<file path="config.mk">
export PLATFORM = sky130hd
export DESIGN_NAME = csa_resolve_seq
export DESIGN_NICKNAME = d
export VERILOG_FILES = /design/src/rtl/csa_resolve_seq.sv
export SDC_FILE = /design/constraint.sdc
export NUM_CORES = 1
export LEC_CHECK = 0
export BUFFER_PORTS_ARGS = -buffer_cell sky130_fd_sc_hd__buf_2
export CORE_MARGIN = 3
export CORE_UTILIZATION = 56
export CTS_BUF_LIST = sky130_fd_sc_hd__clkbuf_2 sky130_fd_sc_hd__clkbuf_4 sky130_fd_sc_hd__clkbuf_8
export DETAILED_ROUTE_END_ITERATION = 8
export MAX_ROUTING_LAYER = met4
export PLACE_DENSITY = 0.8
export SYNTH_ARGS = -nofsm -noshare
export SYNTH_HDL_FRONTEND = slang
export SYNTH_SLANG_ARGS = --single-unit
export TNS_END_PERCENT = 1
</file>
<file path="constraint.sdc">
create_clock -name clk -period 4.2 [get_ports clk]
set_input_delay 0.21 -clock clk [delete_from_list [all_inputs] [get_ports clk]]
set_output_delay 0.21 -clock clk [all_outputs]
set_load 0.02 [all_outputs]
</file>
<file path="src/rtl/csa_resolve_seq.sv">
// rtl/csa_resolve_seq.sv - sequential chunked carry-propagate adder resolving a carry-save pair (optional CSA_RESOLVE_ZERO_DET_EN adds out_zero)
module csa_resolve_seq #(
  parameter int WIDTH = 45,
  parameter int CHUNK = 15
) (
  input  logic             clk,
  input  logic             rst,
  input  logic             in_valid,
  output logic             in_ready,
  input  logic [WIDTH-1:0] c,
  input  logic [WIDTH-1:0] s,
  output logic             out_valid,
  input  logic             out_ready,
  output logic [WIDTH-1:0] sum,
`ifdef CSA_RESOLVE_ZERO_DET_EN
  output logic             out_zero,
`endif
  output logic             cout
);

  localparam int NCHUNK = WIDTH / CHUNK;
  localparam int IDXW   = (NCHUNK > 1) ? $clog2(NCHUNK) : 1;
  localparam logic [IDXW-1:0] LAST_IDX = IDXW'(NCHUNK - 1);

  generate
    if (WIDTH % CHUNK != 0) begin : g_width_check
      $error("csa_resolve_seq: WIDTH must be a multiple of CHUNK");
    end
  endgenerate

  typedef enum logic [1:0] {
    IDLE = 2'd0,
    ADD  = 2'd1,
    DONE = 2'd2
  } state_t;

  state_t           state;
  state_t           state_nxt;
  logic [IDXW-1:0]  idx;
  logic [WIDTH-1:0] c_q;
  logic [WIDTH-1:0] s_q;
  logic             carry;
  logic             accept;
  logic             last_chunk;
  logic [31:0]      base;
  logic [CHUNK-1:0] c_chunk;
  logic [CHUNK-1:0] s_chunk;
  logic [CHUNK:0]   chunk_add;
`ifdef CSA_RESOLVE_ZERO_DET_EN
  logic             zero_acc;
`endif

  // Current chunk slice and its ripple add including the registered carry
  always_comb begin
    base       = 32'(idx) * 32'(CHUNK);
    c_chunk    = c_q[base +: CHUNK];
    s_chunk    = s_q[base +: CHUNK];
    chunk_add  = {1'b0, c_chunk} + {1'b0, s_chunk} + {{CHUNK{1'b0}}, carry};
    last_chunk = (idx == LAST_IDX);
  end

  // Next-state and handshake decode; ready/valid are pure functions of state
  always_comb begin
    state_nxt = state;
    in_ready  = 1'b0;
    out_valid = 1'b0;
    accept    = 1'b0;
    case (state)
      IDLE: begin
        in_ready = 1'b1;
        if (in_valid) begin
          accept    = 1'b1;
          state_nxt = ADD;
        end
      end
      ADD: begin
        if (last_chunk) state_nxt = DONE;
      end
      DONE: begin
        out_valid = 1'b1;
        if (out_ready) state_nxt = IDLE;
      end
      default: state_nxt = IDLE;
    endcase
  end

  // State register
  always_ff @(posedge clk) begin
    if (rst) state <= IDLE;
    else     state <= state_nxt;
  end

  // Operand capture, per-chunk add, carry chaining and result registers
  always_ff @(posedge clk) begin
    if (rst) begin
      idx   <= '0;
      carry <= 1'b0;
      c_q   <= '0;
      s_q   <= '0;
      sum   <= '0;
      cout  <= 1'b0;
`ifdef CSA_RESOLVE_ZERO_DET_EN
      zero_acc <= 1'b1;
      out_zero <= 1'b0;
`endif
    end else if (accept) begin
      c_q   <= c;
      s_q   <= s;
      carry <= 1'b0;
      idx   <= '0;
`ifdef CSA_RESOLVE_ZERO_DET_EN
      zero_acc <= 1'b1;
`endif
    end else if (state == ADD) begin
      sum[base +: CHUNK] <= chunk_add[CHUNK-1:0];
      carry              <= chunk_add[CHUNK];
`ifdef CSA_RESOLVE_ZERO_DET_EN
      zero_acc <= zero_acc & (chunk_add[CHUNK-1:0] == '0);
`endif
      if (last_chunk) begin
        cout <= chunk_add[CHUNK];
        idx  <= '0;
`ifdef CSA_RESOLVE_ZERO_DET_EN
        out_zero <= zero_acc & (chunk_add[CHUNK-1:0] == '0);
`endif
      end else begin
        idx <= idx + 1'b1;
      end
    end
  end

endmodule

</file>
==> results.yml <==
placement:
  globalplace.congestion: 0.8437
  io_buffer_count: 141
  dp_hpwl_mm: 12.24
power:
  swShare_pct: 28.57
  powerDensity_nw_per_um2: 370.7
  seq_power_share_pct: 47.4
  intPower_mw: 2.156
  ir_worst_vdd_mv: 0.1947
  clkPwrFrac_pct: 37.2
  switchingPower_uw: 862.5
  pwr-share-comb_pct: 15.4
  finalPower_mw: 3.019
  leakage_nw: 3.461
drt:
  vias: 6320
  antenna_left: 0
  routed_wl_mm: 18.37
  first_pass_iters: 6
  avgRoutedWirePerCell_um: 16.36
  drtIter0Drc: 773
  drc: 0
  avgViaCountPerCell: 5.628
critical_path:
  crit_arrival_ns: 3.54
  critical_path.startpoint: "idx[0]"
  cp.required_ns: 4.57
  r2r_start: "idx[0]"
  crit_fanout: 39
  startpoint_type: "register"
  path_class: "register to register"
  end_kind: "register"
yosys:
  syn_area_sq_um: 6437
  yosysTopAreaCellShare_pct: 43.85
  synth_edf_count: 0
  synth.net_count: 914
  synth.area.top_cells: "dfxtp_1, nand2_1, a21oi_1, mux2i_1, ha_1"
  ys.flop_type: "dfxtp_1"
  yosys_warnings: 0
  yosys.area.top_type: "dfxtp_1"
  ys_async_sr_fraction_pct: 0
  syn-mean-instance-area_sq_um: 8.067
  ys_seq_area_share_pct: 43.85
  syn_inst: 798
  ys_ff_latch: 141
  synth_cell_type_count: 49
floorplanning:
  core_sq_um: 11030
  die_height_um: 113.2
  die_x_um: 113.2
  initial_core_util_pct: 58.36
  io_pins: 142
  die_area_sq_um: 12820
  fp-row-count: 38
sta:
  finalSetupViolations: 0
  drv_slew: 0
  setup_tns_ns: 0
  slew_headroom_pct: 42.09
  finalHoldViolations: 0
  fin_crit_sh_pct: 75.46
  holdWs_ns: 0.01338
  fmax_mhz: 315.5
  period_needed_ns: 3.169
  skew_ns: 0.01425
  worst_pin_slew_ns: 0.8687
  rsz0062_at_grt: "false"
cells_and_area:
  antennaDiodeCount: 0
  syn_to_final_growth_pct: 26.51
  layout-drive-gt1-share_pct: 19.23
  fin_nets: 1086
clock_network:
  tritoncts: "yes"
  root_buffer: "clkbuf_8"
  clk_pin_slew_ns: 0.09
  clock_latency_ns: 0.45
  cts.sinks: 141
  htree_levels: 4
  cts_buffers: 17
  post_cts_resized: 0
  ctsLongestPathBuffers: 2
  cts_setup_buffers: 0
min_path:
  hold_path.class: "primary input to register"
  hold_start: "s[44]"
grt:
  grt_overflow: 0
  grt_usage_pct: 28.55
  antenna_found_initial: 0
  grt_max_degree: 87
  grt_pass1_wl_mm: 28.72
  grt_pass1_vias: 5891
job:
  drv_cap: 0
status:
  status: "finished clean"
==> sequential cells by signal, indices dropped and copies added, names as in the netlist <==
name / flops
carry: 1
state: 2
s_q: 45
idx: 2
c_q: 45
cout: 1
sum: 45
==> cell usage after synthesis, types with 2 or more instances <==
master	count
a22o_1	10
and3b_1	4
o21ai_1	6
or3_1	3
dfxtp_1	141
xor2_1	3
inv_1	6
nand2_1	232
a22oi_1	27
a21o_1	4
o22ai_1	28
o21bai_1	2
a211o_1	5
buf_1	3
nand2b_1	4
ha_1	20
xnor2_1	6
mux2i_1	33
nand4_1	3
fa_1	2
and2_1	7
o211ai_1	2
nand3_1	11
o21ai_0	9
clkbuf_1	36
nor3b_1	2
and3_1	6
a21oi_1	110
nor2b_1	2
a211oi_1	3
o21a_1	2
buf_2	13
nor2_1	37
==> per-layer routing <==
metal | up-vias | wire [um] | track usage, %
met3 | 38 | 1268 | 5.401
met4 | 0 | 395 | 11.30
li1 | 3097 | - | -
met2 | 293 | 8660 | 44.08
met1 | 2892 | 8049 | 37.11
met5 | - | 0 | -
==> stage by stage <==
stage	std cells	setup slack [ns]	utilization, %	area (sq um)
2_1_floorplan	798	1.094	-	6437
3_3_place_gp	1032	1.172	64.81	7149
3_5_place_dp	1032	1.070	64.81	7149
4_1_cts	1117	1.058	73.29	8084
5_1_grt	1123	0.8290	73.83	8144
6_report	1123	1.031	73.83	8144
==> area by class of cell <==
| cell class | instances | area [sq um] |
|---|---|---|
| Inverter | 6 | 22.52 |
| Tap cell | 140 | 175.2 |
| Multi-Input combinational cell | 598 | 3373 |
| Sequential cell | 141 | 2825 |
| Fill cell | 799 | 2887 |
| Clock buffer | 21 | 270.3 |
| Timing Repair Buffer | 206 | 1344 |
| Clock inverter | 11 | 133.9 |
==> final timing paths <==
check	end	slack (ns)	cells after the start
max reg2reg	sum[21]	1.03	9
min	s_q[44]	0.01	3
max	sum[21]	1.03	9
min reg2reg	c_q[20]	0.46	2
==> repair_timing <==
action,4_1_cts,5_1_grt
endpoints found under the setup margin,0,0
endpoints found under the hold margin,53,6
hold buffers,53,6
==> cells in the final DEF, fill, tap and decap left out, types with 3 or more instances in the layout <==
cell	count
and3b_1	4
inv_6	4
mux2i_1	33
a22oi_1	27
o22ai_1	28
and3_1	6
a211oi_1	3
o21ai_1	6
a21oi_1	110
xnor2_1	6
clkinvlp_4	4
ha_1	20
o21ai_0	9
dfxtp_1	139
inv_1	6
clkbuf_8	18
nand4_1	3
xor2_1	3
nand3_1	11
a211o_1	5
a21o_1	4
a22o_1	10
and2_1	6
nand2_1	231
nand2b_1	4
nor2_1	37
buf_2	140
or3_1	3
dlygate4sd3_1	59
buf_4	7
clkbuf_4	3
==> worst max-delay path: stages, from the launching register on <==
cell and delay, ns:
dfxtp_2 0.48, buf_4 0.47, mux2i_1 0.27, o22ai_1 0.14, fa_1 0.50, a21o_1 0.24, a311oi_4 0.42, a2bb2oi_1 0.35
a22oi_1 0.13, nor2_1 0.10
==> power by group through the flow <==
stage	logic, mW	registers [mW]	clock network (mW)
6_report	0.464	1.43	1.12
5_1_grt	0.508	1.44	1.19
4_1_cts	0.449	1.43	1.13
3_5_place_dp	0.409	1.46	0
3_3_place_gp	0.401	1.46	0
2_1_floorplan	0.283	1.46	0
==> kinds of logic after synthesis <==
logic type / count (synthesis) / synth area share, %
xor gates and xnor gates: 9 / 1.225
AOI/OAI and AO/OA: 221 / 21.52
muxes: 33 / 5.131
buffers and inverters: 59 / 3.809
and+or+nand+nor: 313 / 19.96
DFF: 141 / 43.85
adders and majority gates: 22 / 4.509
No activity file was read; power rests on OpenSTA's default activity.
